File: src/rtl/alu_pkg.sv
// Shared types and helpers for the iterative divider.
package alu_pkg;

  typedef enum logic [2:0] {IDLE, PREP, DIV, FIX, DONE} div_state_e;

  function automatic int cnt_width(input int width);
    return $clog2(width + 1);
  endfunction

endpackage

File: src/rtl/iter_divider_if.sv
// Operand/result handshake bundle for iter_divider.
interface iter_divider_if #(parameter int WIDTH = 64);
  logic             in_valid;
  logic             in_ready;
  logic             is_signed;
  logic [WIDTH-1:0] a;
  logic [WIDTH-1:0] b;
  logic             out_valid;
  logic             out_ready;
  logic [WIDTH-1:0] quo;
  logic [WIDTH-1:0] rem;
  logic             dbz;
  logic             ovf;

  modport master (
    output in_valid, is_signed, a, b, out_ready,
    input  in_ready, out_valid, quo, rem, dbz, ovf
  );

  modport slave (
    input  in_valid, is_signed, a, b, out_ready,
    output in_ready, out_valid, quo, rem, dbz, ovf
  );
endinterface

File: src/rtl/iter_divider_cond_negate.sv
// Two's-complement negation when neg is set, pass-through otherwise.
module cond_negate #(
  parameter int WIDTH = 64
) (
  input  logic [WIDTH-1:0] val,
  input  logic             neg,
  output logic [WIDTH-1:0] res
);
  assign res = neg ? (~val + WIDTH'(1)) : val;
endmodule

File: src/rtl/iter_divider.sv
// Multi-cycle restoring divider: one shift-subtract per cycle on magnitudes,
// with sign fix-up afterwards and single-cycle bypass for b==0 and MIN/-1.
module iter_divider
  import alu_pkg::*;
#(
  parameter int WIDTH     = 64,
  parameter bit SIGNED_EN = 1
) (
  input logic           clk,
  input logic           rst,
  iter_divider_if.slave bus
);
  localparam int CW = cnt_width(WIDTH);

  div_state_e state, state_nx;

  logic [WIDTH-1:0]   a_q, b_q;
  logic               a_neg, b_neg, q_neg, r_neg;
  logic [2*WIDTH-1:0] rq;
  logic [WIDTH-1:0]   dvs;
  logic [CW-1:0]      cnt;
  logic [WIDTH-1:0]   quo_q, rem_q;
  logic               dbz_q, ovf_q;

  logic               signed_in, accept, b_zero, ovf_case;
  logic [WIDTH-1:0]   mag_a, mag_b, quo_fix, rem_fix;
  logic [WIDTH:0]     partial, diff;

  assign signed_in = SIGNED_EN && bus.is_signed;
  assign accept    = bus.in_valid && (state == IDLE);
  assign b_zero    = (bus.b == '0);
  assign ovf_case  = signed_in && (bus.a == {1'b1, {(WIDTH-1){1'b0}}}) && (&bus.b);

  cond_negate #(.WIDTH(WIDTH)) u_neg_a (.val(a_q),               .neg(a_neg), .res(mag_a));
  cond_negate #(.WIDTH(WIDTH)) u_neg_b (.val(b_q),               .neg(b_neg), .res(mag_b));
  cond_negate #(.WIDTH(WIDTH)) u_neg_q (.val(rq[WIDTH-1:0]),     .neg(q_neg), .res(quo_fix));
  cond_negate #(.WIDTH(WIDTH)) u_neg_r (.val(rq[2*WIDTH-1:WIDTH]), .neg(r_neg), .res(rem_fix));

  // partial < 2*dvs always holds, so diff[WIDTH] is exactly the borrow.
  assign partial = rq[2*WIDTH-1:WIDTH-1];
  assign diff    = partial - {1'b0, dvs};

  always_comb begin
    state_nx = state;
    case (state)
      IDLE: if (accept) state_nx = (b_zero || ovf_case) ? DONE : PREP;
      PREP: state_nx = DIV;
      DIV:  if (cnt == CW'(WIDTH-1)) state_nx = FIX;
      FIX:  state_nx = DONE;
      DONE: if (bus.out_ready) state_nx = IDLE;
      default: state_nx = IDLE;
    endcase
  end

  always_ff @(posedge clk) begin
    if (rst) state <= IDLE;
    else     state <= state_nx;
  end

  always_ff @(posedge clk) begin
    if (rst) begin
      a_q   <= '0;
      b_q   <= '0;
      a_neg <= 1'b0;
      b_neg <= 1'b0;
      q_neg <= 1'b0;
      r_neg <= 1'b0;
      rq    <= '0;
      dvs   <= '0;
      cnt   <= '0;
      quo_q <= '0;
      rem_q <= '0;
      dbz_q <= 1'b0;
      ovf_q <= 1'b0;
    end else begin
      case (state)
        IDLE: if (accept) begin
          a_q   <= bus.a;
          b_q   <= bus.b;
          a_neg <= signed_in && bus.a[WIDTH-1];
          b_neg <= signed_in && bus.b[WIDTH-1];
          dbz_q <= b_zero;
          ovf_q <= !b_zero && ovf_case;
          if (b_zero) begin
            quo_q <= '1;
            rem_q <= bus.a;
          end else if (ovf_case) begin
            quo_q <= bus.a;
            rem_q <= '0;
          end
        end
        PREP: begin
          rq    <= {{WIDTH{1'b0}}, mag_a};
          dvs   <= mag_b;
          q_neg <= a_neg ^ b_neg;
          r_neg <= a_neg;
          cnt   <= '0;
        end
        DIV: begin
          rq  <= diff[WIDTH] ? {rq[2*WIDTH-2:0], 1'b0}
                             : {diff[WIDTH-1:0], rq[WIDTH-2:0], 1'b1};
          cnt <= cnt + CW'(1);
        end
        FIX: begin
          quo_q <= quo_fix;
          rem_q <= rem_fix;
        end
        default: ;
      endcase
    end
  end

  assign bus.in_ready  = (state == IDLE);
  assign bus.out_valid = (state == DONE);
  assign bus.quo       = quo_q;
  assign bus.rem       = rem_q;
  assign bus.dbz       = dbz_q;
  assign bus.ovf       = ovf_q;
endmodule

File: src/flat_wrapper.sv
// flat-port wrapper written by rule: the top's interface ports become plain ports
module iter_divider_flat import alu_pkg::*;
#(
  parameter int WIDTH     = 64,
  parameter bit SIGNED_EN = 1
)
  (clk, rst, bus_in_valid, bus_is_signed, bus_a, bus_b, bus_out_ready, bus_in_ready, bus_out_valid, bus_quo, bus_rem, bus_dbz, bus_ovf);
  iter_divider_if #(.WIDTH(WIDTH)) bus_i ();
  input logic clk;
  input logic rst;
  input wire logic [$bits(bus_i.in_valid)-1:0] bus_in_valid;
  input wire logic [$bits(bus_i.is_signed)-1:0] bus_is_signed;
  input wire logic [$bits(bus_i.a)-1:0] bus_a;
  input wire logic [$bits(bus_i.b)-1:0] bus_b;
  input wire logic [$bits(bus_i.out_ready)-1:0] bus_out_ready;
  output wire logic [$bits(bus_i.in_ready)-1:0] bus_in_ready;
  output wire logic [$bits(bus_i.out_valid)-1:0] bus_out_valid;
  output wire logic [$bits(bus_i.quo)-1:0] bus_quo;
  output wire logic [$bits(bus_i.rem)-1:0] bus_rem;
  output wire logic [$bits(bus_i.dbz)-1:0] bus_dbz;
  output wire logic [$bits(bus_i.ovf)-1:0] bus_ovf;
  assign bus_i.in_valid = bus_in_valid;
  assign bus_i.is_signed = bus_is_signed;
  assign bus_i.a = bus_a;
  assign bus_i.b = bus_b;
  assign bus_i.out_ready = bus_out_ready;
  assign bus_in_ready = bus_i.in_ready;
  assign bus_out_valid = bus_i.out_valid;
  assign bus_quo = bus_i.quo;
  assign bus_rem = bus_i.rem;
  assign bus_dbz = bus_i.dbz;
  assign bus_ovf = bus_i.ovf;
  iter_divider #(.WIDTH(WIDTH), .SIGNED_EN(SIGNED_EN)) u_core (.clk(clk), .rst(rst), .bus(bus_i));
endmodule
File: config.mk
export PLATFORM = sky130hd
export DESIGN_NAME = iter_divider_flat
export DESIGN_NICKNAME = d
export VERILOG_FILES = /design/src/rtl/alu_pkg.sv /design/src/rtl/iter_divider_if.sv /design/src/rtl/iter_divider_cond_negate.sv /design/src/rtl/iter_divider.sv /design/src/flat_wrapper.sv
export SDC_FILE = /design/constraint.sdc
export NUM_CORES = 2
export LEC_CHECK = 0
export ABC_AREA = 0
export BUFFER_PORTS_ARGS = -buffer_cell sky130_fd_sc_hd__buf_2
export CAP_MARGIN = 20
export CORE_MARGIN = 3
export CORE_UTILIZATION = 45
export DETAILED_ROUTE_END_ITERATION = 10
export SYNTH_ARGS = -nofsm -noshare
export SYNTH_HDL_FRONTEND = slang
export SYNTH_HIERARCHICAL = 1
export SYNTH_SLANG_ARGS = --single-unit
File: constraint.sdc
create_clock -name clk -period 8.7 [get_ports clk]
set_clock_uncertainty 0.05 [all_clocks]
set_input_delay 0.87 -clock clk [delete_from_list [all_inputs] [get_ports clk]]
set_output_delay 0.87 -clock clk [all_outputs]
set_load 0.02 [all_outputs]
# Word-level counts from Yosys, hierarchy flattened
# Cells that the tools add are included.
# op_classes
addsub	6
n_eq_ne	10
n_mux	20
bitwise	5
n_reduce_logical	16
# ops
op	count
$mux W64	10
$add A64 B1 Y64 const B	4
$not A64 Y64	4
$pmux W128 S2	1
$pmux W64 S2	2
$mux W128	1
$sub A65 B64 Y65	1
$eq A64 B64 Y1 const B	1
$logic_not A64 Y1	1
$reduce_and A64 Y1	1
$pmux W3 S5	1
$pmux W7 S2	1
$mux W3	4
$add A7 B1 Y7 const B	1
$eq A7 B6 Y1 const B	1
$eq A3 B2 Y1 const B	2
$logic_and A1 B1 Y1	6
$reduce_and A3 Y1	2
$ne A2 B1 Y1 const B	2
$reduce_bool A2 Y1	2
$eq A3 B1 Y1 const B	1
$eq A3 B3 Y1 const B	1
$logic_not A3 Y1	1
$ne A3 B1 Y1 const B	1
5 further kinds	5
# word_totals
reg_bits	464
inputBits	133
out_inout_bits	132
elab_cells	71

# Longest topological paths before layout
# depth
depth_word	7
ltp_mapped	17
depth_no_buf	15

# Hierarchy
# Netlist, hierarchy kept.
# modules_own_cells
module	n_inst	cells_per_inst	area_per_inst_um2	seq_area_each_um2
iter_divider	1	2999	22220.1	9288.9
cond_negate	4	206	1649.1	0.0

# Worst setup path after synthesis
# Ideal clock, no wire load.
# synth_timing
path_type	register to register
startpoint	register u_core.rq[63]
endpoint	register u_core.rq[126]
setup_ns	0.122
arrival_ns	3.105
required_ns	8.528
setup_slack_ns	5.424
path_stages_with_launch	16
path_buffers	1
synth_period_minus_slack_ns	3.276
path_cell_list	dfxtp_1 > inv_1 > ha_1 > inv_1 > fa_1 > a211oi_1 > o211ai_1 > a31oi_1 > o22ai_1 > o211ai_1 > a21oi_1 > nor3_1 > xor2_1 > clkbuf_1 > nor2_1 > a221o_1
# synth_between
elab_chain_cells	3
# synth_rtl
element	line	source
start, declared	iter_divider.sv:19	logic [2*WIDTH-1:0] rq;
start signal, assigned	iter_divider.sv:93	rq <= {{WIDTH{1'b0}}, mag_a};
start signal, assigned	iter_divider.sv:100	rq <= diff[WIDTH] ? {rq[2*WIDTH-2:0], 1'b0}
$sub A65 B64 Y65	iter_divider.sv:41	assign diff = partial - {1'b0, dvs};
$mux W128	iter_divider.sv:100	
$pmux W128 S2	iter_divider.sv:76	case (state)
# No other way between the ends.
# A chain may end at the register's enable or synchronous reset.

# Final worst setup path
# layout_timing
startpoint	register u_core.rq[63]
endpoint	register u_core.rq[108]
# The elaborated chain is that of the path after synthesis.

==> results.cfg <==
[run_status]
run_status = completed

[yosys]
synthArstFlopShare = 0
synth_mux_area_frac = 0.00178
synth_xor_area_frac = 0.0939
ys_top_cells_by_count = nand2_1, dfxtp_1, a21oi_1, nor2_1, xnor2_1
synth_top_area_frac = 0.322
synth_fa_ha_area_frac = 0.0307
synth_top_cells_by_area = dfxtp_1, nand2_1, xnor2_1
synth_most_common_cell = nand2_1
main_combinational_cell_family_by_area_after_synthesis = simple AND/OR/NAND/NOR gates
synth_enable_flop_cells = 0
avgSynthCellArea_um2 = 7.54
yosysUniqueCellTypes = 88
net_count_synth = 4026
yosys_most_used_dff = dfxtp_1
ys.warnings.count = 6
synth_simple_gate_area_frac = 0.269
synth_seq_area_share = 0.322
syn_inst = 3823
post_synthesis_instance_area_um2 = 28800
synth_compound_gate_area_share = 0.234
synthDominantAreaCellType = dfxtp_1
synthesis_stage_register_bit_count = 464

[critical_path]
crit_path_max_fanout = 93
cell_with_the_biggest_individual_delay_on_the_critical_path = buf_4
timing.critical_path.from_type = register
cp_cell_sequence = inv_1 > ha_1 > inv_1 > fa_1 > a211oi_1 > o211ai_1 > a31oi_1 > o22ai_1 > o211ai_1 > a21oi_1 > nor3_1 > xor2_4 > buf_4 > o21ai_0 > a22o_1
cp.buffers_inverters = 3
crit_arrival_ns = 5.41
critical_path_required_ns = 9.14
crit_type = register to register
critical_path_max_stage_delay_ns = 0.85
delay_heaviest_family_cp = compound AO/OA/AOI/OAI gates
setup.worst_path.end_class = register

[floorplan]
chipHeight_um = 259
fp.coreArea_um2 = 63200
die_area_um2 = 67100
fp.dieW_um = 259
initial_utilization = 0.456
core.rowCount = 92
io_pins = 265

[clock_network]
tritoncts = yes
root_buf_cell = clkbuf_16
cts.htree.levels = 2
ctsHoldBuffers = 0
cts_post_setup_buffers_inserted = 0
cts_buffers = 53
insertion_delay_ns = 0.62
ctsResizeCount = 0
clock_sinks = 464
clk_transition_reported_paths_ns = 0.06
clock_tree.buffer_depth = 3

[global_route]
first_global_vias = 25400
number_of_antenna_violations_at_the_first_check_in_global_routing = 3
pin_count_of_the_biggest_net_entering_global_routing = 212
globalRouteOverflowTotal = 0
global_route.usage.total = 0.294
grt_pass1_wl_mm = 156

[finish]
filler_cell_count = 6361
finalNetCount = 4111
seq_area_um2 = 9290
total_area_of_multi_input_combinational_cells_um2 = 18200
drive_gt1_frac = 0.140
area_growth_syn_to_layout_pct = 11.8
instances_no_fill = 4795

[sta]
setup_tns_ns = 0
final-setup-viol-count = 0
period_minus_slack_ns = 4.97
slew_headroom = 0.220
report.final.hold_viol_count = 0
maximum_clock_frequency_mhz = 201
report.final.slew_viol_count = 0
final_min_period_over_clock_period = 0.571
unrepaired_setup_endpoints_after_global_routing = no
worstMarginPinSlew_ns = 1.17

[drt]
via_count = 28600
routed_wirelength_mm = 103
drt_first_pass_iters = 6
vias_per_cell = 5.96
drt_drc_violations_left = 0
drt-initial-drc-count = 3107
antenna_violating_nets_post_route = 0
post_drt_wl_per_cell_um = 21.5

[placed_design]
gp_routability_congestion = 0.917
place.detailed.instances = 4698
hpwlAfterDp_mm = 74.4
place.port_buffers = 264

[flow_run]
drv.max_cap_violation_count = 0

[worst_hold_path]
worstHoldPathType = register to register
placed cells by master (no fill, tap or decap), drive strengths merged, types with 8 or more instances in the layout:
cell    count
a22oi      65
nand3     104
a311oi     65
nor3      165
o21ai     175
or4        64
a31oi      10
clkbuf     80
nand2b     19
ha         69
a21o       22
nand4      44
o31ai     115
dfxtp     464
nor2      316
or2        27
o211ai     10
xnor2     280
o21bai     12
o41ai      56
nand2     696
a21oi     454
and2        8
xor2       29
or3        54
nor4       52
inv        97
buf       291
a211oi      9
layout make-up:
class,instances,share of cell area
well taps,846,0.0329
diodes,2,0.000155
multi-input cells,3003,0.565
clock inverters,14,0.00497
clock buffers,80,0.0490
inverters,95,0.0111
repair buffers,291,0.0480
flip-flops and latches,464,0.289
flip-flops by register name, summed over array words and instances, names as in the netlist, 3 cells and up:
name and cells:
u_core/rq 128, u_core/a_q 64, u_core/b_q 64, u_core/bus.quo 64
u_core/bus.rem 64, u_core/dvs 64, u_core/cnt 7, u_core/state 3
final timing paths:
check	slack [ns]	endpoint	from	cells after the start
setup / recovery	3.73	u_core/rq[108]$_SDFFE_PP0N_	u_core/rq[63]$_SDFFE_PP0N_	15
hold / removal	0.40	u_core/dvs[35]$_SDFFE_PP0P_	u_core/dvs[35]$_SDFFE_PP0P_	2
setup reg to reg	3.73	u_core/rq[108]$_SDFFE_PP0N_	u_core/rq[63]$_SDFFE_PP0N_	15
hold reg to reg	0.40	u_core/dvs[35]$_SDFFE_PP0P_	u_core/dvs[35]$_SDFFE_PP0P_	2
routing by layer:
layer  vias up  GRT usage  share of wire
met5         -          0              0
met3       130     0.0411          0.085
met1     13500      0.455           0.47
li1      13800          -              -
met2      1180      0.424           0.42
met4         0     0.0738          0.025
through the flow:
stage / area [um^2] / utilization / setup WS (ns) / hold slack [ns]
2_1_floorplan: 28800 / - / 5.42 / 0.385
3_3_place_gp: 30500 / 0.482 / 3.75 / 0.392
3_5_place_dp: 30500 / 0.482 / 3.58 / 0.398
4_1_cts: 32200 / 0.509 / 3.73 / 0.406
5_1_grt: 32200 / 0.510 / 3.30 / 0.424
6_report: 32200 / 0.510 / 3.73 / 0.402
cells by family after synthesis:
group / count (synthesis)
multiplexers: 5
adder cells (fa/ha/maj): 70
flip-flops: 464
AO/OA/AOI/OAI: 1035
AND/OR/NAND/NOR: 1584
XOR/XNOR: 309
buffers and inverters: 356
tightest hold or removal path, delay by kind of cell, from the launching register on:
family | cells | cell delay, ns
flip-flops | 1 | 0.31
AND/OR/NAND/NOR | 1 | 0.05
AO/OA/AOI/OAI | 1 | 0.05
Power is left out: the tool's default activity adds up to more than one toggle a clock period on the data nets, which glitch-free logic cannot reach.
